$ cat src/rtl/lsu_pkg.sv
// Shared types, RV32I funct3 codes and request-decode helpers for the load/store unit.
// The misalignment helper is only referenced when LSU_MISALIGN_TRAP_EN is defined.
package lsu_pkg;

    typedef enum logic [2:0] {
        IDLE = 3'd0,
        RD   = 3'd1,
        DATA = 3'd2,
        WR   = 3'd3,
        RESP = 3'd4
    } lsu_state_t;

    localparam logic [2:0] LB  = 3'b000;
    localparam logic [2:0] LH  = 3'b001;
    localparam logic [2:0] LW  = 3'b010;
    localparam logic [2:0] LBU = 3'b100;
    localparam logic [2:0] LHU = 3'b101;
    localparam logic [2:0] SB  = 3'b000;
    localparam logic [2:0] SH  = 3'b001;
    localparam logic [2:0] SW  = 3'b010;

    function automatic logic lsu_bad_kind(input logic ld, input logic st, input logic [2:0] f3);
        logic bad;
        bad = 1'b0;
        if (ld == st) begin
            bad = 1'b1;
        end else if (ld) begin
            case (f3)
                LB, LH, LW, LBU, LHU: bad = 1'b0;
                default:              bad = 1'b1;
            endcase
        end else begin
            case (f3)
                SB, SH, SW: bad = 1'b0;
                default:    bad = 1'b1;
            endcase
        end
        return bad;
    endfunction

    function automatic logic lsu_misaligned(input logic [2:0] f3, input logic [1:0] lo);
        logic bad;
        case (f3[1:0])
            2'b01:   bad = lo[0];
            2'b10:   bad = (lo != 2'b00);
            default: bad = 1'b0;
        endcase
        return bad;
    endfunction

    // Size comes from funct3[1:0] for both loads and stores.
    function automatic logic [1:0] lsu_align_lo(input logic [2:0] f3, input logic [1:0] lo);
        logic [1:0] res;
        case (f3[1:0])
            2'b01:   res = {lo[1], 1'b0};
            2'b10:   res = 2'b00;
            default: res = lo;
        endcase
        return res;
    endfunction

endpackage

$ cat src/rtl/lsu_align.sv
// Combinational lane logic: load lane extraction with sign/zero extension,
// and byte/halfword merge of store data into the read-back RAM word.
module lsu_align
    import lsu_pkg::*;
(
    input  logic [2:0]  funct3,
    input  logic [1:0]  lane,
    input  logic [31:0] rdata,
    input  logic [15:0] wdata,
    output logic [31:0] load_data,
    output logic [31:0] merge_data
);

    logic [31:0] shifted_s;
    logic [31:0] mask_s;

    // Load path: bring the addressed lane down to bit 0, then extend.
    always_comb begin
        shifted_s = rdata >> {lane, 3'b000};
        case (funct3)
            LB:      load_data = {{24{shifted_s[7]}}, shifted_s[7:0]};
            LH:      load_data = {{16{shifted_s[15]}}, shifted_s[15:0]};
            LW:      load_data = shifted_s;
            LBU:     load_data = {24'h000000, shifted_s[7:0]};
            LHU:     load_data = {16'h0000, shifted_s[15:0]};
            default: load_data = 32'h0000_0000;
        endcase
    end

    // Store path: replace only the masked lane of the current RAM word.
    always_comb begin
        case (funct3)
            SB:      mask_s = 32'h0000_00FF << {lane, 3'b000};
            SH:      mask_s = 32'h0000_FFFF << {lane, 3'b000};
            default: mask_s = 32'h0000_0000;
        endcase
        merge_data = (rdata & ~mask_s) | (({16'h0000, wdata} << {lane, 3'b000}) & mask_s);
    end

endmodule

$ cat src/rtl/load_store_unit.sv
// RV32I load/store unit driving a single-port word RAM with registered read data.
// Define LSU_MISALIGN_TRAP_EN to reject misaligned halfword/word accesses instead of aligning them.
module load_store_unit
    import lsu_pkg::*;
#(
    parameter int ADDR_W = 5
) (
    input  logic              clk,
    input  logic              rst,
    input  logic              req_valid,
    output logic              req_ready,
    input  logic              req_load,
    input  logic              req_store,
    input  logic [2:0]        req_funct3,
    input  logic [31:0]       req_addr,
    input  logic [31:0]       req_wdata,
    output logic              rsp_valid,
    output logic [31:0]       rsp_rdata,
    output logic              rsp_err,
    output logic [ADDR_W-1:0] mem_addr,
    output logic              mem_load,
    output logic              mem_store,
    output logic [31:0]       mem_wdata,
    input  logic [31:0]       mem_rdata
);

    lsu_state_t         state_r;
    logic [ADDR_W+1:0]  addr_r;
    logic [2:0]         funct3_r;
    logic               is_store_r;
    logic [31:0]        wdata_r;
    logic [31:0]        rdata_r;
    logic               rsp_err_r;
    logic [31:0]        mem_wdata_r;

    logic               accept_s;
    logic               invalid_s;
    logic [31:0]        load_data_s;
    logic [31:0]        merge_data_s;
    logic               unused_s;

    assign accept_s = req_valid & req_ready;
    assign unused_s = ^req_addr[31:ADDR_W+2];

`ifdef LSU_MISALIGN_TRAP_EN
    assign invalid_s = lsu_bad_kind(req_load, req_store, req_funct3)
                     | lsu_misaligned(req_funct3, req_addr[1:0]);
`else
    assign invalid_s = lsu_bad_kind(req_load, req_store, req_funct3);
`endif

    lsu_align u_align (
        .funct3     (funct3_r),
        .lane       (addr_r[1:0]),
        .rdata      (mem_rdata),
        .wdata      (wdata_r[15:0]),
        .load_data  (load_data_s),
        .merge_data (merge_data_s)
    );

    // Transaction FSM and all registered response/write-data state.
    always_ff @(posedge clk) begin
        if (rst) begin
            state_r     <= IDLE;
            addr_r      <= '0;
            funct3_r    <= 3'b000;
            is_store_r  <= 1'b0;
            wdata_r     <= 32'h0000_0000;
            rdata_r     <= 32'h0000_0000;
            rsp_err_r   <= 1'b0;
            mem_wdata_r <= 32'h0000_0000;
        end else begin
            case (state_r)
                IDLE: begin
                    if (accept_s) begin
                        addr_r     <= {req_addr[ADDR_W+1:2], lsu_align_lo(req_funct3, req_addr[1:0])};
                        funct3_r   <= req_funct3;
                        is_store_r <= req_store;
                        wdata_r    <= req_wdata;
                        if (invalid_s) begin
                            rsp_err_r <= 1'b1;
                            rdata_r   <= 32'h0000_0000;
                            state_r   <= RESP;
                        end else if (req_store && (req_funct3 == SW)) begin
                            mem_wdata_r <= req_wdata;
                            state_r     <= WR;
                        end else begin
                            state_r <= RD;
                        end
                    end else begin
                        state_r <= IDLE;
                    end
                end
                RD: begin
                    state_r <= DATA;
                end
                DATA: begin
                    if (is_store_r) begin
                        mem_wdata_r <= merge_data_s;
                        state_r     <= WR;
                    end else begin
                        rdata_r   <= load_data_s;
                        rsp_err_r <= 1'b0;
                        state_r   <= RESP;
                    end
                end
                WR: begin
                    rdata_r   <= 32'h0000_0000;
                    rsp_err_r <= 1'b0;
                    state_r   <= RESP;
                end
                RESP: begin
                    rsp_err_r <= 1'b0;
                    state_r   <= IDLE;
                end
                default: begin
                    state_r <= IDLE;
                end
            endcase
        end
    end

    // Strobes are gated by rst so an abandoned transaction never reaches the RAM.
    assign req_ready = (state_r == IDLE);
    assign mem_load  = (state_r == RD)   & ~rst;
    assign mem_store = (state_r == WR)   & ~rst;
    assign rsp_valid = (state_r == RESP) & ~rst;
    assign mem_addr  = addr_r[ADDR_W+1:2];
    assign mem_wdata = mem_wdata_r;
    assign rsp_rdata = rdata_r;
    assign rsp_err   = rsp_err_r;

endmodule

$ cat config.mk
export PLATFORM = sky130hd
export DESIGN_NAME = load_store_unit
export DESIGN_NICKNAME = d
export VERILOG_FILES = /design/src/rtl/lsu_pkg.sv /design/src/rtl/lsu_align.sv /design/src/rtl/load_store_unit.sv
export SDC_FILE = /design/constraint.sdc
export NUM_CORES = 1
export LEC_CHECK = 0
export CORE_ASPECT_RATIO = 0.7
export CORE_UTILIZATION = 30
export CTS_BUF_LIST = sky130_fd_sc_hd__clkbuf_4
export DETAILED_ROUTE_END_ITERATION = 8
export SLEW_MARGIN = 5
export SYNTH_ARGS = -nofsm -noshare
export SYNTH_HDL_FRONTEND = slang
export SYNTH_SLANG_ARGS = --single-unit
$ cat constraint.sdc
create_clock -name clk -period 3.5 [get_ports clk]
set_clock_uncertainty 0.05 [all_clocks]
set_input_delay 0.7 -clock clk [delete_from_list [all_inputs] [get_ports clk]]
set_output_delay 0.7 -clock clk [all_outputs]
set_load 0.01 [all_outputs]
* After elaboration in Yosys (flattened, before gate mapping)
Index checks and enable logic that the tools add are counted.
Storage, ports and cells: bits in registers 95, bits of input ports 104, output and inout port bits 74, logic and storage cells 81
Cells by class: eq/ne operators 21, shifts and indexed selects 4, muxes and demuxes 25, bitwise logic cells 9, reduce and logical (&&, ||, !) cells 14
Operator list (number):
- two-way mux 32 bit | 7
- one-hot mux 32 bit (5 select lines) | 1
- one-hot mux 32 bit (2 select lines) | 2
- one-hot mux 32 bit (3 select lines) | 1
- AND 32 bit | 2
- inverter 32 bit | 1
- bitwise OR 32 bit | 1
- << shifter 16 x 5 -> 32 bit | 1
- << shifter 16 x 5 -> 32 bit, first input constant | 1
- << shifter 8 x 5 -> 32 bit, first input constant | 1
- >> shifter 32 x 5 -> 32 bit | 1
- == test 3 bit, second input constant | 5
- == test 3 x 2 -> 1 bit, second input constant | 4
- one-hot mux 3 bit (4 select lines) | 1
- == test 3 x 1 -> 1 bit, second input constant | 3
- logical NOT 3 bit | 3
- two-way mux 3 bit | 3
- AND reduction 4 bit | 2
- two-way mux 1 bit | 7
- inequality test 2 x 1 -> 1 bit, second input constant | 3
- inequality test 2 bit, second input constant | 3
- nonzero test 3 bit | 2
- AND reduction 5 bit | 1
- OR reduction 5 bit | 1
- other kinds (13) | 16

* Depth between registers and ports, before layout
depth after elaboration 8, gate-level depth with buffers 9, depth with buffers taken out 7

* By module
From an unflattened synthesis, not the netlist that was laid out.
Second synthesis, totals: cell total of the unflattened synthesis 632, area total of the unflattened synthesis 5920.7 sq um
By module, submodules not included:
- load_store_unit | instances 1, cells each 460, area an instance 4416.7 sq um, seq. area each 1901.8 sq um
- lsu_align | instances 1, cells each 172, area an instance 1503.9 sq um, seq. area each 0.0 sq um

* Worst setup path before layout
Ideal clock, no wire load.
path type input to output, start input rst, end output mem_load, data arrival time 1.625 ns, setup slack 1.125 ns, stages 4, buffers on the path 3, cell sequence clkbuf_1 clkbuf_1 buf_1 nor4_1
On the way: longest elaborated chain between the ends 2
RTL lines:
- from (decl) | RTL line load_store_unit.sv:9 | input logic rst,
- inverter 1 bit | RTL line load_store_unit.sv:125 | assign mem_load = (state_r == RD) & ~rst;
- AND 1 bit | RTL line load_store_unit.sv:125
- to (decl) | RTL line load_store_unit.sv:21 | output logic mem_load,
Every way passes these cells.

* Final worst setup path
start input req_funct3[1], end register rdata_r[13] (netlist: rsp_rdata[13])
On the way: longest elaborated chain between the ends 7, elaborated cells on any way between the ends 13, classes of those cells eq/ne: 5; mux: 4; reduce/logical: 4
RTL lines:
- from (decl) | RTL line load_store_unit.sv:14 | input logic [2:0] req_funct3,
- == test 3 x 2 -> 1 bit (tied with other cells) | RTL line lsu_pkg.sv:28, lsu_pkg.sv:33
- OR reduction 5 bit or OR reduction 3 bit (tied branches) | RTL line lsu_pkg.sv:28, lsu_pkg.sv:33
- two-way mux 1 bit, on equally long branches | RTL line lsu_pkg.sv:28, lsu_pkg.sv:33
- two-way mux 1 bit (*) | RTL line lsu_pkg.sv:27 | end else if (ld) begin
- two-way mux 1 bit (*) | RTL line lsu_pkg.sv:25 | if (ld == st) begin
- inequality test 2 x 1 -> 1 bit (no source line) (*)
- AND reduction 4 bit (no source line) (*)
- to (signal assigned) | RTL line load_store_unit.sv:102 | rdata_r <= load_data_s;
- to (decl) | RTL line load_store_unit.sv:32 | logic [31:0] rdata_r;
Every way passes the cells marked *; elsewhere a longest branch is shown, timed or not. A chain may end at the register's enable or synchronous reset.

==> metrics.md <==
| Metric | Value |
|---|---|
| Outcome | `completed` |
| Global-route wire length before repair | `28900 um` |
| Worst R2R Start | `addr_r[0]$_SDFFE_PP0P_` |
| Netlist cell types | `54` |
| Post-Syn Area per Cell | `8.35 sq um` |
| Clk root buf | `clkbuf_4` |
| Pin count of the biggest net entering global routing | `66` |
| Top cells by count, synth | `dfxtp_1, nand2_1, a21oi_1, o21ai_0, mux2_2` |
| Syn Inst Count | `625` |
| Mapped Area | `5220 sq um` |
| Post-DRT Antenna Nets | `0` |
| Worst min-delay path category | `reg -> reg` |
| Max Fclk | `319 MHz` |
| RSZ-0062 raised after global routing | `no` |
| Global route overflow | `0` |
| Worst EP required | `3850 ps` |
| Layout area overhead | `33.1%` |
| Num Clock Sinks | `95` |
| CP Data Arrival Time | `3480 ps` |
| Total Power | `2320 uW` |
| Worst slew pin tran | `1290 ps` |
| Clk buf depth | `2` |
| Max_slew headroom | `14.1%` |
| Fin. Hold Viols | `0` |
| Hold_sp | `is_store_r$_SDFFE_PP0P_` |
| Kind of critical path | `in -> reg` |
| Antenna violations before repair | `0` |
| Final min period | `3130 ps` |
| Vias in the first global route | `5015` |
| # IOs | `178` |
| Detailed-route via count | `5214` |
| TritonCTS clock tree | `built` |
| Pre-antenna DRT Iters | `7` |
| Synth Net Count | `732` |
| DRC Markers | `0` |
| Setup Buffers After CTS | `0` |
| Routed WL | `18700 um` |
| Via density | `5.39` |
| Clock transition at path regs | `160 ps` |
| Starting DRT DRC Count | `354` |
| Critical path capture point type | `flop` |
| Top_reg_cell synth | `dfxtp_1` |
| Die W | `160 um` |
| H-tree levels | `3` |
| Slew Limit Fails | `0` |
| Total of max-cap violations | `0` |
| Leak | `0.00237 uW` |
| Final Instance Area | `6950 sq um` |
| Worst Setup Start Kind | `primary input` |
| Final #Nets | `845` |
| Post-synth EDFFs | `0` |
| Placement-stage cell area | `6800 sq um` |
| Setup crit start | `req_funct3[1]` |
| Ant. Diodes | `0` |
| YS warnings | `0` |
| Seq/Total Area, Yosys | `36.4%` |
| Clk_lat worst skew | `460 ps` |
| Die area | `17900 sq um` |
| Hold-fix buffers, CTS | `0` |
| Std-Cell Core Area | `16600 sq um` |
| PostCTS Resize Cnt | `0` |
| Top cells by area, synth | `dfxtp_1, a21oi_1, nand2_1` |
| GP Congestion | `0.887` |
| Layout cells sized above 1 | `10.6%` |
| Total CTS buffers | `9` |
| Die height | `112 um` |
| Fin crit share | `89.4%` |
| Largest area contributor in the netlist | `dfxtp_1` |
| Starting Density | `31.4%` |
| Async SR Flop Fraction | `0%` |
| Top cell type's share of synthesized area | `36.4%` |
| Critical path peak fanout | `24` |
| Cell Rows | `39` |
| IR drop worst, VDD | `0.149 mV` |
| Hpwl dp | `13900 um` |
| Post-DR wirelength/cell | `19.3 um` |
| Power per standard cell area | `334 nW/um^2` |
| GRT Util Overall | `20.8%` |
| Final Setup Violations | `0` |
| PortBufs | `152` |
| Synth Register Bits | `95` |
## path summary, 6_finish.rpt
kind                                              endpoint  slack (ps)  cells after the start
worst max-delay path            rsp_rdata[13]$_SDFFE_PP0P_         370                      7
worst min-delay path               is_store_r$_SDFFE_PP0P_         420                      2
worst max register to register  mem_wdata[21]$_SDFFE_PP0P_         670                      5
worst min register to register     is_store_r$_SDFFE_PP0P_         420                      2
## metrics by stage
stage / hold slack [ps] / util, % / TNS (ps) / cells / setup slack (ps)
6_report: 420 / 41.7 / 0 / 968 / 370
5_1_grt: 435 / 41.7 / 0 / 968 / 211
4_1_cts: 421 / 41.7 / 0 / 968 / 413
3_5_place_dp: 402 / 40.9 / -397 / 952 / -74.7
3_3_place_gp: 393 / 40.9 / 0 / 952 / 136
2_1_floorplan: 386 / - / 0 / 625 / 1130
## placed cells by master (no fill, tap or decap), types with 14 or more instances in the layout
master and count:
a211oi_1 25, a21oi_1 75, a31oi_1 24, buf_4 14
clkdlybuf4s50_1 151, dfxtp_1 95, mux2_2 27, mux2i_1 25
nand2_1 95, nand2b_1 18, nor2_1 21, o21ai_0 32
## sequential cells by signal, summed over array words and instances, names as in the netlist
signal	cells
rsp_rdata	32
rsp_err	1
addr_r	7
mem_wdata	32
is_store_r	1
funct3_r	3
wdata_r	16
state_r	3
## report_power, final
part	internal, uW	switching [uW]
sequential	1110	39.3
combinational	237	298
clock	231	398
total	1580	736
## cell type report
type | instances | area [sq um]
Clock inverter | 6 | 68.8
Clock buffer | 10 | 75.1
Timing Repair Buffer | 166 | 1620
Tap cell | 225 | 282
Inverter | 5 | 18.8
Fill cell | 1645 | 9690
Multi-Input combinational cell | 461 | 2980
Sequential cell | 95 | 1900
## kinds of logic (layout without fill, tap and decap cells)
group | Yosys count | in the layout | synth area share, %
flip-flops | 95 | 95 | 36.4
adder cells (fa/ha/maj) | 3 | 3 | 0.719
multiplexers | 52 | 52 | 10.6
AND/OR/NAND/NOR | 186 | 186 | 17.5
AO/OA/AOI/OAI | 220 | 220 | 28.0
buffers and inverters | 69 | 187 | 6.66
## layer usage
metal	wire length (um)	vias to the layer above	GRT usage (%)
met5	0	-	0
met4	430	0	6.54
met3	1570	36	5.47
met2	7840	258	30.5
met1	8830	2421	29.5
li1	-	2499	-
## critical path, stage by stage
cell and delay, ps:
clkdlybuf4s50_1 570, ha_1 180, nand3b_1 140, o32ai_1 310, a22oi_1 220, a21oi_2 1030, a22o_1 320
No activity file was read; power rests on OpenSTA's default activity.
